===== src/rtl/mod_control_sequencer_pkg.sv =====
// Shared types and constants for the control sequencer.
// Holds the instruction class codes, the FSM state encoding, the branch
// condition codes, the legal-FS limit, the system-class encodings and the
// packed instruction word layout.
package mod_ctrl_pkg;

    localparam int unsigned DATA_W  = 32;
    localparam int unsigned REG_AW  = 5;
    localparam int unsigned FS_W    = 5;
    localparam int unsigned SH_W    = 5;
    localparam int unsigned PSR_W   = 4;
    localparam int unsigned IMM15_W = 15;

    // PSR bit positions, PSR = {N,Z,C,V}
    localparam int unsigned PSR_N = 3;
    localparam int unsigned PSR_Z = 2;
    localparam int unsigned PSR_C = 1;
    localparam int unsigned PSR_V = 0;

    localparam logic [1:0] CLS_ALU_R = 2'b00;
    localparam logic [1:0] CLS_ALU_I = 2'b01;
    localparam logic [1:0] CLS_BR    = 2'b10;
    localparam logic [1:0] CLS_SYS   = 2'b11;

    typedef enum logic [2:0] {
        S_IDLE,
        S_DECODE,
        S_EXECUTE,
        S_WRITEBACK,
        S_HALT
    } state_t;

    localparam logic [FS_W-1:0] COND_ALWAYS = 5'b00000;
    localparam logic [FS_W-1:0] COND_Z      = 5'b00001;
    localparam logic [FS_W-1:0] COND_NZ     = 5'b00010;
    localparam logic [FS_W-1:0] COND_C      = 5'b00011;
    localparam logic [FS_W-1:0] COND_NC     = 5'b00100;
    localparam logic [FS_W-1:0] COND_N      = 5'b00101;
    localparam logic [FS_W-1:0] COND_NN     = 5'b00110;
    localparam logic [FS_W-1:0] COND_V      = 5'b00111;
    localparam logic [FS_W-1:0] COND_NV     = 5'b01000;

    localparam logic [FS_W-1:0] FS_MAX_LEGAL = 5'b10011;
    localparam logic [FS_W-1:0] SYS_NOP      = 5'b00000;
    localparam logic [FS_W-1:0] SYS_HALT     = 5'b11111;

    // Instruction word; BA = low[14:10], SH = low[4:0], IMM15 = low
    typedef struct packed {
        logic [1:0]          cls;
        logic [FS_W-1:0]     fs;
        logic [REG_AW-1:0]   da;
        logic [REG_AW-1:0]   aa;
        logic [IMM15_W-1:0]  low;
    } instr_t;

    function automatic logic [DATA_W-1:0] sext_imm15(input logic [IMM15_W-1:0] v);
        return {{(DATA_W - IMM15_W){v[IMM15_W-1]}}, v};
    endfunction

endpackage


===== src/rtl/mod_control_sequencer_if.sv =====
// Instruction handshake, flag inputs and decoded control outputs of the
// control sequencer. master = fetch / function-unit side, slave = sequencer.
interface mod_control_sequencer_if;
    import mod_ctrl_pkg::*;

    logic [DATA_W-1:0]  INSTR;
    logic               INSTR_VALID;
    logic               INSTR_READY;
    logic               Z_IN;
    logic               C_IN;
    logic               N_IN;
    logic               V_IN;
    logic [FS_W-1:0]    FS;
    logic [SH_W-1:0]    SH;
    logic [REG_AW-1:0]  AA;
    logic [REG_AW-1:0]  BA;
    logic [REG_AW-1:0]  DA;
    logic               MB;
    logic [DATA_W-1:0]  IMM;
    logic               RW;
    logic               PC_LOAD;
    logic [DATA_W-1:0]  PC_OFFSET;
    logic [PSR_W-1:0]   PSR;
    logic               ILLEGAL;
    logic               HALTED;

    modport master (
        output INSTR, INSTR_VALID, Z_IN, C_IN, N_IN, V_IN,
        input  INSTR_READY, FS, SH, AA, BA, DA, MB, IMM, RW,
               PC_LOAD, PC_OFFSET, PSR, ILLEGAL, HALTED
    );

    modport slave (
        input  INSTR, INSTR_VALID, Z_IN, C_IN, N_IN, V_IN,
        output INSTR_READY, FS, SH, AA, BA, DA, MB, IMM, RW,
               PC_LOAD, PC_OFFSET, PSR, ILLEGAL, HALTED
    );

endinterface


===== src/rtl/mod_control_sequencer_cond_eval.sv =====
// Branch condition evaluator (combinational).
// Ports: cond - branch condition code, psr - {N,Z,C,V}, taken - condition holds.
module mod_cond_eval
    import mod_ctrl_pkg::*;
(
    input  logic [FS_W-1:0]  cond,
    input  logic [PSR_W-1:0] psr,
    output logic             taken
);

    always_comb begin
        taken = 1'b0;
        case (cond)
            COND_ALWAYS: taken = 1'b1;
            COND_Z:      taken = psr[PSR_Z];
            COND_NZ:     taken = ~psr[PSR_Z];
            COND_C:      taken = psr[PSR_C];
            COND_NC:     taken = ~psr[PSR_C];
            COND_N:      taken = psr[PSR_N];
            COND_NN:     taken = ~psr[PSR_N];
            COND_V:      taken = psr[PSR_V];
            COND_NV:     taken = ~psr[PSR_V];
            default:     taken = 1'b0;
        endcase
    end

endmodule


===== src/rtl/mod_control_sequencer.sv =====
// Multi-cycle control sequencer: accepts one instruction per 4 cycles,
// decodes it into function-unit / register-file controls, captures flags
// into PSR and resolves conditional branches.
// Ports: CLK, RESET_N (synchronous, active low), bus (slave side of
// mod_control_sequencer_if: instruction handshake, flags, controls, status).
module mod_control_sequencer
    import mod_ctrl_pkg::*;
(
    input  logic                    CLK,
    input  logic                    RESET_N,
    mod_control_sequencer_if.slave  bus
);

    state_t              state_q, state_d;
    instr_t              ir_q, ir_nx;
    logic [PSR_W-1:0]    psr_q, psr_d;

    logic                ready_q, ready_d;
    logic [FS_W-1:0]     fs_q, fs_d;
    logic [SH_W-1:0]     sh_q, sh_d;
    logic [REG_AW-1:0]   aa_q, aa_d;
    logic [REG_AW-1:0]   ba_q, ba_d;
    logic [REG_AW-1:0]   da_q, da_d;
    logic                mb_q, mb_d;
    logic [DATA_W-1:0]   imm_q, imm_d;
    logic                rw_q, rw_d;
    logic                pc_load_q, pc_load_d;
    logic [DATA_W-1:0]   pc_offset_q, pc_offset_d;
    logic                illegal_q, illegal_d;
    logic                halted_q, halted_d;

    logic handshake;
    logic is_alu, alu_legal, is_br, is_sys, is_halt, sys_illegal;
    logic br_taken;

    // IR as it will be after this edge; outputs are registered, so they are
    // decoded from the incoming word on the IDLE->DECODE edge.
    assign handshake = (state_q == S_IDLE) && bus.INSTR_VALID;
    assign ir_nx     = handshake ? instr_t'(bus.INSTR) : ir_q;

    assign is_alu      = ~ir_nx.cls[1];
    assign alu_legal   = is_alu && (ir_nx.fs <= FS_MAX_LEGAL);
    assign is_br       = (ir_nx.cls == CLS_BR);
    assign is_sys      = (ir_nx.cls == CLS_SYS);
    assign is_halt     = is_sys && (ir_nx.fs == SYS_HALT);
    assign sys_illegal = is_sys && (ir_nx.fs != SYS_NOP) && (ir_nx.fs != SYS_HALT);

    // PSR is stable across a branch's own execution, so evaluating it on the
    // EXECUTE->WRITEBACK edge equals evaluating it in WRITEBACK.
    mod_cond_eval u_cond_eval (
        .cond  (ir_nx.fs),
        .psr   (psr_q),
        .taken (br_taken)
    );

    // Next state and next registered outputs
    always_comb begin
        state_d     = state_q;
        psr_d       = psr_q;
        ready_d     = 1'b0;
        fs_d        = '0;
        sh_d        = '0;
        aa_d        = '0;
        ba_d        = '0;
        da_d        = '0;
        mb_d        = 1'b0;
        imm_d       = '0;
        rw_d        = 1'b0;
        pc_load_d   = 1'b0;
        pc_offset_d = '0;
        illegal_d   = 1'b0;
        halted_d    = 1'b0;

        case (state_q)
            S_IDLE:      if (handshake) state_d = S_DECODE;
            S_DECODE:    state_d = S_EXECUTE;
            S_EXECUTE: begin
                state_d = S_WRITEBACK;
                if (alu_legal) psr_d = {bus.N_IN, bus.Z_IN, bus.C_IN, bus.V_IN};
            end
            S_WRITEBACK: state_d = is_halt ? S_HALT : S_IDLE;
            S_HALT:      state_d = S_HALT;
            default:     state_d = S_IDLE;
        endcase

        ready_d  = (state_d == S_IDLE);
        halted_d = (state_d == S_HALT);

        if (state_d inside {S_DECODE, S_EXECUTE, S_WRITEBACK}) begin
            fs_d  = is_alu ? ir_nx.fs : '0;
            mb_d  = (ir_nx.cls == CLS_ALU_I);
            sh_d  = ir_nx.low[SH_W-1:0];
            aa_d  = ir_nx.aa;
            ba_d  = ir_nx.low[IMM15_W-1 -: REG_AW];
            da_d  = ir_nx.da;
            imm_d = sext_imm15(ir_nx.low);
        end

        if (state_d == S_WRITEBACK) begin
            rw_d        = alu_legal;
            illegal_d   = (is_alu && !alu_legal) || sys_illegal;
            pc_load_d   = is_br && br_taken;
            pc_offset_d = (is_br && br_taken) ? sext_imm15(ir_nx.low) : '0;
        end
    end

    // State register
    always_ff @(posedge CLK) begin
        if (!RESET_N) state_q <= S_IDLE;
        else          state_q <= state_d;
    end

    // IR, PSR and output registers
    always_ff @(posedge CLK) begin
        if (!RESET_N) begin
            ir_q        <= '0;
            psr_q       <= '0;
            ready_q     <= 1'b1;
            fs_q        <= '0;
            sh_q        <= '0;
            aa_q        <= '0;
            ba_q        <= '0;
            da_q        <= '0;
            mb_q        <= 1'b0;
            imm_q       <= '0;
            rw_q        <= 1'b0;
            pc_load_q   <= 1'b0;
            pc_offset_q <= '0;
            illegal_q   <= 1'b0;
            halted_q    <= 1'b0;
        end else begin
            ir_q        <= ir_nx;
            psr_q       <= psr_d;
            ready_q     <= ready_d;
            fs_q        <= fs_d;
            sh_q        <= sh_d;
            aa_q        <= aa_d;
            ba_q        <= ba_d;
            da_q        <= da_d;
            mb_q        <= mb_d;
            imm_q       <= imm_d;
            rw_q        <= rw_d;
            pc_load_q   <= pc_load_d;
            pc_offset_q <= pc_offset_d;
            illegal_q   <= illegal_d;
            halted_q    <= halted_d;
        end
    end

    assign bus.INSTR_READY = ready_q;
    assign bus.FS          = fs_q;
    assign bus.SH          = sh_q;
    assign bus.AA          = aa_q;
    assign bus.BA          = ba_q;
    assign bus.DA          = da_q;
    assign bus.MB          = mb_q;
    assign bus.IMM         = imm_q;
    assign bus.RW          = rw_q;
    assign bus.PC_LOAD     = pc_load_q;
    assign bus.PC_OFFSET   = pc_offset_q;
    assign bus.PSR         = psr_q;
    assign bus.ILLEGAL     = illegal_q;
    assign bus.HALTED      = halted_q;

endmodule


===== src/flat_wrapper.sv =====
// flat-port wrapper written by rule: the top's interface ports become plain ports
module mod_control_sequencer_flat import mod_ctrl_pkg::*;
  (CLK, RESET_N, bus_INSTR, bus_INSTR_VALID, bus_Z_IN, bus_C_IN, bus_N_IN, bus_V_IN, bus_INSTR_READY, bus_FS, bus_SH, bus_AA, bus_BA, bus_DA, bus_MB, bus_IMM, bus_RW, bus_PC_LOAD, bus_PC_OFFSET, bus_PSR, bus_ILLEGAL, bus_HALTED);
  mod_control_sequencer_if bus_i ();
  input  logic CLK;
  input  logic RESET_N;
  input wire logic [$bits(bus_i.INSTR)-1:0] bus_INSTR;
  input wire logic [$bits(bus_i.INSTR_VALID)-1:0] bus_INSTR_VALID;
  input wire logic [$bits(bus_i.Z_IN)-1:0] bus_Z_IN;
  input wire logic [$bits(bus_i.C_IN)-1:0] bus_C_IN;
  input wire logic [$bits(bus_i.N_IN)-1:0] bus_N_IN;
  input wire logic [$bits(bus_i.V_IN)-1:0] bus_V_IN;
  output wire logic [$bits(bus_i.INSTR_READY)-1:0] bus_INSTR_READY;
  output wire logic [$bits(bus_i.FS)-1:0] bus_FS;
  output wire logic [$bits(bus_i.SH)-1:0] bus_SH;
  output wire logic [$bits(bus_i.AA)-1:0] bus_AA;
  output wire logic [$bits(bus_i.BA)-1:0] bus_BA;
  output wire logic [$bits(bus_i.DA)-1:0] bus_DA;
  output wire logic [$bits(bus_i.MB)-1:0] bus_MB;
  output wire logic [$bits(bus_i.IMM)-1:0] bus_IMM;
  output wire logic [$bits(bus_i.RW)-1:0] bus_RW;
  output wire logic [$bits(bus_i.PC_LOAD)-1:0] bus_PC_LOAD;
  output wire logic [$bits(bus_i.PC_OFFSET)-1:0] bus_PC_OFFSET;
  output wire logic [$bits(bus_i.PSR)-1:0] bus_PSR;
  output wire logic [$bits(bus_i.ILLEGAL)-1:0] bus_ILLEGAL;
  output wire logic [$bits(bus_i.HALTED)-1:0] bus_HALTED;
  assign bus_i.INSTR = bus_INSTR;
  assign bus_i.INSTR_VALID = bus_INSTR_VALID;
  assign bus_i.Z_IN = bus_Z_IN;
  assign bus_i.C_IN = bus_C_IN;
  assign bus_i.N_IN = bus_N_IN;
  assign bus_i.V_IN = bus_V_IN;
  assign bus_INSTR_READY = bus_i.INSTR_READY;
  assign bus_FS = bus_i.FS;
  assign bus_SH = bus_i.SH;
  assign bus_AA = bus_i.AA;
  assign bus_BA = bus_i.BA;
  assign bus_DA = bus_i.DA;
  assign bus_MB = bus_i.MB;
  assign bus_IMM = bus_i.IMM;
  assign bus_RW = bus_i.RW;
  assign bus_PC_LOAD = bus_i.PC_LOAD;
  assign bus_PC_OFFSET = bus_i.PC_OFFSET;
  assign bus_PSR = bus_i.PSR;
  assign bus_ILLEGAL = bus_i.ILLEGAL;
  assign bus_HALTED = bus_i.HALTED;
  mod_control_sequencer u_core (.CLK(CLK), .RESET_N(RESET_N), .bus(bus_i));
endmodule

===== config.mk =====
export PLATFORM = sky130hd
export DESIGN_NAME = mod_control_sequencer_flat
export DESIGN_NICKNAME = d
export VERILOG_FILES = /design/src/rtl/mod_control_sequencer_pkg.sv /design/src/rtl/mod_control_sequencer_if.sv /design/src/rtl/mod_control_sequencer_cond_eval.sv /design/src/rtl/mod_control_sequencer.sv /design/src/flat_wrapper.sv
export SDC_FILE = /design/constraint.sdc
export NUM_CORES = 1
export LEC_CHECK = 0
export BUFFER_PORTS_ARGS = -buffer_cell sky130_fd_sc_hd__buf_4
export CORE_UTILIZATION = 25
export CTS_CLUSTER_SIZE = 14
export DETAILED_ROUTE_END_ITERATION = 10
export SLEW_MARGIN = 20
export SYNTH_ARGS = -nofsm -noshare
export SYNTH_HDL_FRONTEND = slang
export SYNTH_SLANG_ARGS = --single-unit
export TNS_END_PERCENT = 50

===== constraint.sdc =====
create_clock -name CLK -period 4.5 [get_ports CLK]
set_input_delay 0.225 -clock CLK [delete_from_list [all_inputs] [get_ports CLK]]
set_output_delay 0.225 -clock CLK [all_outputs]
set_load 0.005 [all_outputs]

==> impl_metrics.toml <==
[outcome]
outcome = "completed"

[global_route]
grt_start_max_net_pins = 42
grt_overflow = 0
antenna_found_initial = 0
grt_use_total_pct = 12.0
grt_pass1_vias = 2678
grt_pass1_wl_um = 13400

[drt]
avgViaCountPerCell = 4.37
drc_errors = 0
drt_iter0_drc = 93
drt-wirelength-per-cell_um = 14.1
dr.pass1.iters = 4
drt_wl_total_um = 8650
ant_nets = 0
vias = 2686

[synthesis]
ys_seq_elements = 90
syn_area_per_cell_um2 = 10.6
synth-seq-area-share_pct = 49.8
synth_area_mm2 = 0.00362
synth_area_leaders = "dfxtp_1 50%, mux2i_1 9.7%, buf_4 9.3%"
synth_top_area_share_pct = 49.8
syn_nets = 382
synth_edf_count = 0
synth_area_leader_cell = "dfxtp_1"
synth_ff_type = "dfxtp_1"
synthDistinctLibCells = 43
syn_inst = 343
yosys_warnings = 0
async_flop_share_pct = 0

[clock_network]
cts_made_buffers = 9
clk_latency_ns = 0.34
tritoncts = "yes"
hold_buffers = 0
ctsLongestPathBuffers = 2
clkSlewWorstSetupHoldPaths_ns = 0.06
cts_setup_buffers = 0
htree_num_levels = 3
post_cts_resized = 0
root_buffer = "clkbuf_16"
clkSinkCount = 90

[power]
netSwitchingFraction_pct = 26.4
power_leakage_nw = 2.07
pwr-share-clk_pct = 38.3
power-per-cell-area_mw_per_mm2 = 391
p_comb_share_pct = 14.7
p_int_w = 0.00137
p_sw_w = 0.000490
vdd_drop_max_mv = 0.226
total_power_w = 0.00186
pwr-share-seq_pct = 47.0

[placement]
routabilityCongestion = 0.772
numPortBuffers = 137
dp_slack_ns = 1.43
place_hpwl_um = 6240

[timing]
setup_slack_ns = 1.61
hold_viol = 0
fin_crit_sh_pct = 64.3
rsz0062_at_grt = "no"
max_clock_freq_ghz = 0.346
setup_viol_count_final = 0
layout_min_cycle_time_ns = 2.89
slew_headroom_pct = 38.0
finClkSkew_ns = 0.00723
tightest_slew_ns = 0.925
finalSetupTns_ns = 0
drv_slew = 0

[flow_run]
drv_cap = 0

[finish]
area_growth_pct = 31.2
nets = 468
antennaDiodeCount = 0
drive_above_1_share_pct = 39.4

[worst_setup_path]
critical_path_class = "flop to flop"
end_kind = "flop"
ff2ff_path_depth = 5
rr_startpoint = "u_core.state_q[1]"
reg2reg_slack_ns = 1.61
arrival_ns = 3.11
start_kind = "flop"
worstReg2RegEnd = "u_core.bus.PC_OFFSET[4]"
path_max_fanout = 35
crit_required_ns = 4.72

[worst_hold_path]
min_from = "bus_INSTR_VALID"
whs_endpoint = "u_core.state_q[0]"
hp-class = "input pin to flop"
hold_depth = 2

[die]
core-area_mm2 = 0.0140
dieArea_mm2 = 0.0150
rows = 43
die_w_um = 122
io_pins = 138
start_util_pct = 25.9
die_h_um = 122
## how the worst max path moves through the flow
stage | end | from | cells past startpoint | slack, ns
2_1_floorplan | u_core.bus.PC_OFFSET[0] | u_core.state_q[0] | 9 | 2.22
3_3_place_gp | u_core.bus.PC_OFFSET[1] | u_core.state_q[1] | 5 | 1.67
3_5_place_dp | u_core.bus.PC_OFFSET[14] | u_core.state_q[1] | 5 | 1.43
4_1_cts | u_core.bus.PC_OFFSET[14] | u_core.state_q[1] | 5 | 1.43
5_1_grt | u_core.bus.PC_OFFSET[4] | u_core.state_q[1] | 5 | 1.43
6_report | u_core.bus.PC_OFFSET[4] | u_core.state_q[1] | 5 | 1.61
## per-stage QoR
stage	utilization, %	hold slack [ns]	instances	instance area [um2]
finish	34.0	0.131	614	4750
global route	34.0	0.133	614	4750
CTS	33.9	0.116	614	4740
detailed placement	31.9	0.478	598	4460
global placement	31.9	0.462	598	4460
floorplan	-	0.349	343	3620
## layout make-up
class / instances / area [um2]
Clock buffer: 10 / 239
Tap cell: 180 / 225
Multi-Input combinational cell: 189 / 1400
Clock inverter: 6 / 47.5
Timing Repair Buffer: 138 / 1040
Inverter: 1 / 3.75
Fill cell: 1443 / 9240
Sequential cell: 90 / 1800
## state kept, by name, summed over array words and instances (netlist names), 3 cells and up
signal,count
u_core.ir_q,32
u_core.bus.PC_OFFSET,15
u_core.bus.IMM,15
u_core.bus.FS,5
u_core.bus.PSR,4
u_core.bus.DA,5
u_core.state_q,3
u_core.bus.AA,5
## per-layer routing
layer	wire [um]	vias to the layer above	track usage, %	share of wire [%]
met4	154	0	6.02	1.8
met1	3620	1250	13.7	42
met3	719	12	3.81	8.3
met2	4160	117	19.9	48
li1	-	1307	-	-
met5	0	-	0	0
## synth_stat cells (2+ instances only)
library cell,count
nor2b_1,36
nand2b_1,4
a211o_1,2
a311oi_2,9
a311oi_1,6
buf_4,45
nand3b_1,5
nor2_1,35
dfxtp_1,90
and3_1,3
nand2_1,4
a31oi_1,2
or3_1,3
nor4_1,2
a21oi_1,3
o21a_1,2
clkbuf_1,12
buf_6,4
and2_1,4
nor4b_1,2
o21ai_0,5
nand3_1,7
nor3_1,4
mux2i_1,35
## critical path, stage by stage (launching register included)
cell and delay, ns:
dfxtp_1 0.43, or4b_4 0.85, or3_1 0.54, o21ai_4 0.21, o2111ai_4 0.34, a311oi_1 0.40
## power by group through the flow
| stage | combinational (W) | clock [W] | sequential (W) |
|---|---|---|---|
| detailed placement | 0.000277 | 0 | 0.000892 |
| CTS | 0.000278 | 0.000740 | 0.000874 |
| global placement | 0.000270 | 0 | 0.000889 |
| finish | 0.000273 | 0.000712 | 0.000874 |
| floorplan | 0.000186 | 0 | 0.000883 |
| global route | 0.000301 | 0.000771 | 0.000880 |
## logic make-up (layout without fill, tap and decap cells)
family / after synthesis / in the layout / share of synthesized area (%)
DFF: 90 / 90 / 49.8
and+or+nand+nor: 113 / 113 / 17.2
AOI/OAI and AO/OA: 39 / 39 / 10.7
xor gates and xnor gates: 1 / 1 / 0.242
buffers and inverters: 64 / 155 / 12.2
muxes: 36 / 36 / 9.99
## cell usage in the layout, fill, tap and decap left out, types with 2 or more instances in the layout
| cell | n |
|---|---|
| clkbuf_16 | 9 |
| a311oi_1 | 6 |
| inv_6 | 2 |
| dfxtp_1 | 90 |
| or3_1 | 3 |
| nand2b_1 | 4 |
| mux2i_1 | 35 |
| nor2b_1 | 36 |
| a21oi_1 | 3 |
| a311oi_2 | 9 |
| clkinv_4 | 2 |
| and3_1 | 3 |
| nor4_1 | 2 |
| a31oi_1 | 2 |
| a211o_1 | 2 |
| nand3b_1 | 5 |
| nor2_1 | 35 |
| and2_1 | 4 |
| o21ai_0 | 5 |
| nor3_1 | 3 |
| nand3_1 | 7 |
| o21a_1 | 2 |
| buf_4 | 138 |
| nand2_1 | 4 |
Power figures use the tool's default switching activity.
